--- src/rtl/sort_12_drain.sv ---
// sort_12_drain: output-side streamer for the 12-input sorting network.
// Captures one sorted 12-word frame in a single cycle, then streams it out one
// word per valid/ready beat, rank 0 first, with first/last/index sideband.
//
// Optional feature macro: SORT_DRAIN_CHECK_EN
//   defined   -> adjacent-order check at capture; order_err flags a frame whose
//                words were not non-decreasing (unsigned), on its last beat.
//   undefined -> no comparators; order_err is tied to 0.
//
// Ports:
//   clk, rst            clock, synchronous active-high reset
//   in_valid/in_ready   frame handshake (in_ready combinational from out_ready)
//   sort_0..sort_11     sorted frame words, sort_0 = rank 0
//   out_valid/out_ready word stream handshake
//   out_data            current word
//   out_index           rank of current word (0..11)
//   out_first/out_last  rank 0 / rank 11 markers
//   order_err           frame order violation flag (last beat only)
module sort_12_drain #(
  parameter int unsigned WIDTH = 32
) (
  input  logic             clk,
  input  logic             rst,
  input  logic             in_valid,
  output logic             in_ready,
  input  logic [WIDTH-1:0] sort_0,
  input  logic [WIDTH-1:0] sort_1,
  input  logic [WIDTH-1:0] sort_2,
  input  logic [WIDTH-1:0] sort_3,
  input  logic [WIDTH-1:0] sort_4,
  input  logic [WIDTH-1:0] sort_5,
  input  logic [WIDTH-1:0] sort_6,
  input  logic [WIDTH-1:0] sort_7,
  input  logic [WIDTH-1:0] sort_8,
  input  logic [WIDTH-1:0] sort_9,
  input  logic [WIDTH-1:0] sort_10,
  input  logic [WIDTH-1:0] sort_11,
  output logic             out_valid,
  input  logic             out_ready,
  output logic [WIDTH-1:0] out_data,
  output logic [3:0]       out_index,
  output logic             out_first,
  output logic             out_last,
  output logic             order_err
);

  localparam int unsigned NWORDS   = 12;
  localparam int unsigned IDX_W    = 4;
  localparam logic [IDX_W-1:0] LAST_IDX = IDX_W'(NWORDS - 1);

  typedef enum logic {
    IDLE  = 1'b0,
    DRAIN = 1'b1
  } state_t;

  state_t           state;
  state_t           state_nxt;
  logic [IDX_W-1:0] index;
  logic [IDX_W-1:0] index_nxt;
  logic [WIDTH-1:0] buffer   [NWORDS];
  logic [WIDTH-1:0] frame_in [NWORDS];
  logic [WIDTH-1:0] word_sel;
  logic             at_last;
  logic             capture;
  logic             beat;

  // Gather the parallel sorter outputs into an indexable frame.
  assign frame_in[0]  = sort_0;
  assign frame_in[1]  = sort_1;
  assign frame_in[2]  = sort_2;
  assign frame_in[3]  = sort_3;
  assign frame_in[4]  = sort_4;
  assign frame_in[5]  = sort_5;
  assign frame_in[6]  = sort_6;
  assign frame_in[7]  = sort_7;
  assign frame_in[8]  = sort_8;
  assign frame_in[9]  = sort_9;
  assign frame_in[10] = sort_10;
  assign frame_in[11] = sort_11;

  // Word select; index never exceeds LAST_IDX so unmatched codes cannot occur.
  always_comb begin
    word_sel = '0;
    for (int i = 0; i < int'(NWORDS); i++) begin
      if (index == IDX_W'(i)) word_sel = buffer[i];
    end
  end

  // Next-state, handshakes and registered-state-derived outputs.
  always_comb begin
    state_nxt = state;
    index_nxt = index;
    at_last   = (index == LAST_IDX);
    out_valid = (state == DRAIN);
    // Last-beat bypass: a new frame may load as the final word leaves.
    in_ready  = !rst && ((state == IDLE) || (out_ready && at_last));
    capture   = in_valid && in_ready;
    beat      = out_valid && out_ready;

    unique case (state)
      IDLE: begin
        if (capture) begin
          state_nxt = DRAIN;
          index_nxt = '0;
        end
      end
      DRAIN: begin
        if (beat) begin
          if (at_last) begin
            index_nxt = '0;
            state_nxt = capture ? DRAIN : IDLE;
          end else begin
            index_nxt = index + IDX_W'(1);
          end
        end
      end
      default: begin
        state_nxt = IDLE;
        index_nxt = '0;
      end
    endcase

    out_data  = out_valid ? word_sel : '0;
    out_index = out_valid ? index : '0;
    out_first = out_valid && (index == '0);
    out_last  = out_valid && at_last;
  end

  // State, index and frame buffer registers.
  always_ff @(posedge clk) begin
    if (rst) begin
      state <= IDLE;
      index <= '0;
      for (int i = 0; i < int'(NWORDS); i++) buffer[i] <= '0;
    end else begin
      state <= state_nxt;
      index <= index_nxt;
      if (capture) begin
        for (int i = 0; i < int'(NWORDS); i++) buffer[i] <= frame_in[i];
      end
    end
  end

`ifdef SORT_DRAIN_CHECK_EN
  logic frame_bad;
  logic frame_err;

  // Adjacent unsigned order check on the incoming frame.
  always_comb begin
    frame_bad = 1'b0;
    for (int i = 0; i < int'(NWORDS) - 1; i++) begin
      if (frame_in[i] > frame_in[i+1]) frame_bad = 1'b1;
    end
  end

  // Error bit follows the frame currently held in the buffer.
  always_ff @(posedge clk) begin
    if (rst) begin
      frame_err <= 1'b0;
    end else if (capture) begin
      frame_err <= frame_bad;
    end
  end

  assign order_err = frame_err && out_valid && out_last;
`else
  assign order_err = 1'b0;
`endif

endmodule

--- config.mk ---
export PLATFORM = sky130hd
export DESIGN_NAME = sort_12_drain
export DESIGN_NICKNAME = d
export VERILOG_FILES = /design/src/rtl/sort_12_drain.sv
export SDC_FILE = /design/constraint.sdc
export NUM_CORES = 1
export LEC_CHECK = 0
export ABC_CLOCK_PERIOD_IN_PS = 9700
export CAP_MARGIN = 10
export CORE_UTILIZATION = 51
export DETAILED_ROUTE_END_ITERATION = 16
export HOLD_SLACK_MARGIN = 0.03
export PLACE_DENSITY = 0.9
export SLEW_MARGIN = 20
export SYNTH_ARGS = -nofsm -noshare
export SYNTH_HDL_FRONTEND = slang
export SYNTH_SLANG_ARGS = --single-unit
--- constraint.sdc ---
create_clock -name clk -period 9.7 [get_ports clk]
set_input_delay 1.94 -clock clk [delete_from_list [all_inputs] [get_ports clk]]
set_output_delay 1.94 -clock clk [all_outputs]
set_load 0.05 [all_outputs]
==> results.cfg <==
[global_route]
grt_pass1_wl_um = 88900
grt_max_degree = 167
grt_pass1_vias = 14800
overflow = 0
antenna_found_initial = 4
track_usage = 0.309

[power]
p_per_area_nw_per_um2 = 160
peakVddDrop_mv = 0.126
leakagePower_nw = 8.99
p_total_mw = 4.02

[job]
drv_cap = 0

[route]
vias = 15100
ant_nets = 0
drtPass1Iterations = 5
routed_via_density = 5.93
routedWlPerCell_um = 23.8
routed_wl_um = 60700
drc = 0
drt-initial-drc-count = 1648

[yosys]
synth_top_area_frac = 0.596
synth_top_family_by_area = simple AND/OR/NAND/NOR gates
synth.area.mux_share = 0
synth_compound_area_frac = 0.137
ys_seq_area_frac = 0.601
ys_ff_latch = 389
ys_types = 38
syn-cell-area_um2 = 19400
synthSimpleGateAreaFrac = 0.216
synth_top_area_cell = edfxtp_1
yosys.area_share.xor_xnor = 0.000452
postSynthAreaPerCell_um2 = 11.5
synthAdderAreaFrac = 0.00259
syn_nets = 2077
yosysWarnings = 0
synth.area.top_cells = edfxtp_1 60%, and2_1 10%, nor2b_1 5.3%
netlist_instances = 1685

[final_layout]
drive_gt1_frac = 0.0468
syn_to_final_growth_pct = 29.9
final_common_cell = clkdlybuf4s50_1
final.fill_count = 2623
fin_cells = 2555
multi_input_area_um2 = 6980
fin_nets = 2409
seqCellArea_um2 = 11600
layout_common_cells = 426 x clkdlybuf4s50_1, 384 x edfxtp_1, 324 x and2_1, 161 x nor2b_1, 130 x o21ai_0

[setup_path]
critical_path_required_ps = 7760
crit_fanout = 121
reg2reg_to = buffer[0][17]
worstSetupEndpointType = output pin
r2r_slack_ps = 4750
crit_type = reg2out
critPathArrivalTime_ps = 4780
reg2reg_depth = 7
crit_path_start_kind = flop
r2r-start = index[3]

[worst_hold_path]
hp-start = index[0]
hp-class = reg2reg
holdPathEnd = index[0]
worstHoldPathCells = 2

[floorplanning]
dieArea_um2 = 38700
rows = 70
num_io_pins = 429
die_h_um = 197
core_um2 = 37000
start_util = 0.524
die_width_um = 197

[clock_tree]
cts_resized = 0
clk_pin_slew_worst_paths_ps = 60
cts_hold_buffers = 0
clkLatencyLatePin_ps = 570
cts_tree = yes
clock_sinks = 389
numCtsBuffers = 43
clock_path_buffers = 3
htreeDepth = 2
cts_setup_buffers = 0
cts_root_buf = clkbuf_16

[timing]
worst_pin_slew_ps = 1180
fin_hold_ws_ps = 681
finalSetupViolCount = 0
post-route-min-period_ps = 6720
rsz0062_at_grt = no
fmax_ghz = 0.149
tns_ps = 0
fin_crit_sh = 0.693
layout_setup_ws_ps = 2980
clock_skew_ps = 10.8
final_max_slew_viol_count = 0
relSlewSlack = 0.214
hold_viol = 0

[place]
finalWeightedCongestion = 0.955
placedCellCount = 2476
io_buffers = 427
dp_hpwl_um = 39100
pre_cts_slack_ps = 3620

[run_status]
status = complete, no violations
synth_stat cells, drive strengths merged:
master,number
a211oi,33
a221oi,32
o221ai,32
nor2b,163
or2,1
a21boi,1
buf,33
nor3b,32
o21ai,130
nor3,35
inv,35
conb,1
a31oi,32
nand2b,3
and2,324
or3,1
and3,2
ha,4
nor2,3
nand3,2
a21o,32
a21oi,102
edfxtp,384
and4b,1
clkbuf,126
xor2,1
nand2,36
nand3b,65
o22ai,32
dfxtp,5
a21bo,1
a32oi,1
registers in the layout, summed over array words and instances, names as in the netlist:
| register | cells |
|---|---|
| buffer | 384 |
| index | 4 |
| out_valid | 1 |
layer usage:
metal	global-route usage	vias up	routed length, um
li1	-	6764	-
met1	0.420	7190	23800
met2	0.471	1032	27300
met3	0.0782	151	7110
met4	0.136	4	2460
met5	0	-	27
kinds of logic after synthesis:
| logic type | Yosys count |
|---|---|
| AOI/OAI and AO/OA | 428 |
| xor gates and xnor gates | 1 |
| adders and majority gates | 4 |
| and+or+nand+nor | 668 |
| other | 1 |
| buffers and inverters | 194 |
| DFF | 389 |
power breakdown:
part           total, mW  switching, mW  internal [mW]
clock network       1.54          0.676          0.863
logic              0.457          0.226          0.231
registers           2.02         0.0416           1.98
worst max-delay path, stage by stage (launching register included):
cell	delay, ps
dfxtp_1	400
inv_1	210
ha_4	510
buf_12	500
nand2b_2	810
o21ai_0	300
o221ai_1	370
a31oi_1	240
clkdlybuf4s50_1	760
metrics by stage:
stage                     utilization  instance area, um2
after floorplan                     -               19400
after global placement          0.645               23800
after detailed placement        0.645               23800
after CTS                       0.680               25100
after global routing            0.681               25200
final                           0.681               25200
how the worst max path moves through the flow:
stage          slack (ps)      from      endpoint
4_1_cts              3010  index[0]  out_data[19]
5_1_grt              2710  index[0]  out_data[21]
3_5_place_dp         3620  index[0]  out_data[19]
2_1_floorplan        1940       rst  buffer[0][0]
3_3_place_gp         3730  index[0]  out_data[19]
6_report             2980  index[0]  out_data[21]
final cells by class:
type / count / area share
timing repair buffer: 446 / 0.177
tap: 504 / 0.0251
multi-input combinational: 1102 / 0.277
sequential: 389 / 0.463
antenna: 1 / 0.0000995
clock inverter: 26 / 0.00721
clock buffer: 52 / 0.0450
inverter: 35 / 0.00522
Note: power is estimated with default switching activity, not from simulation.
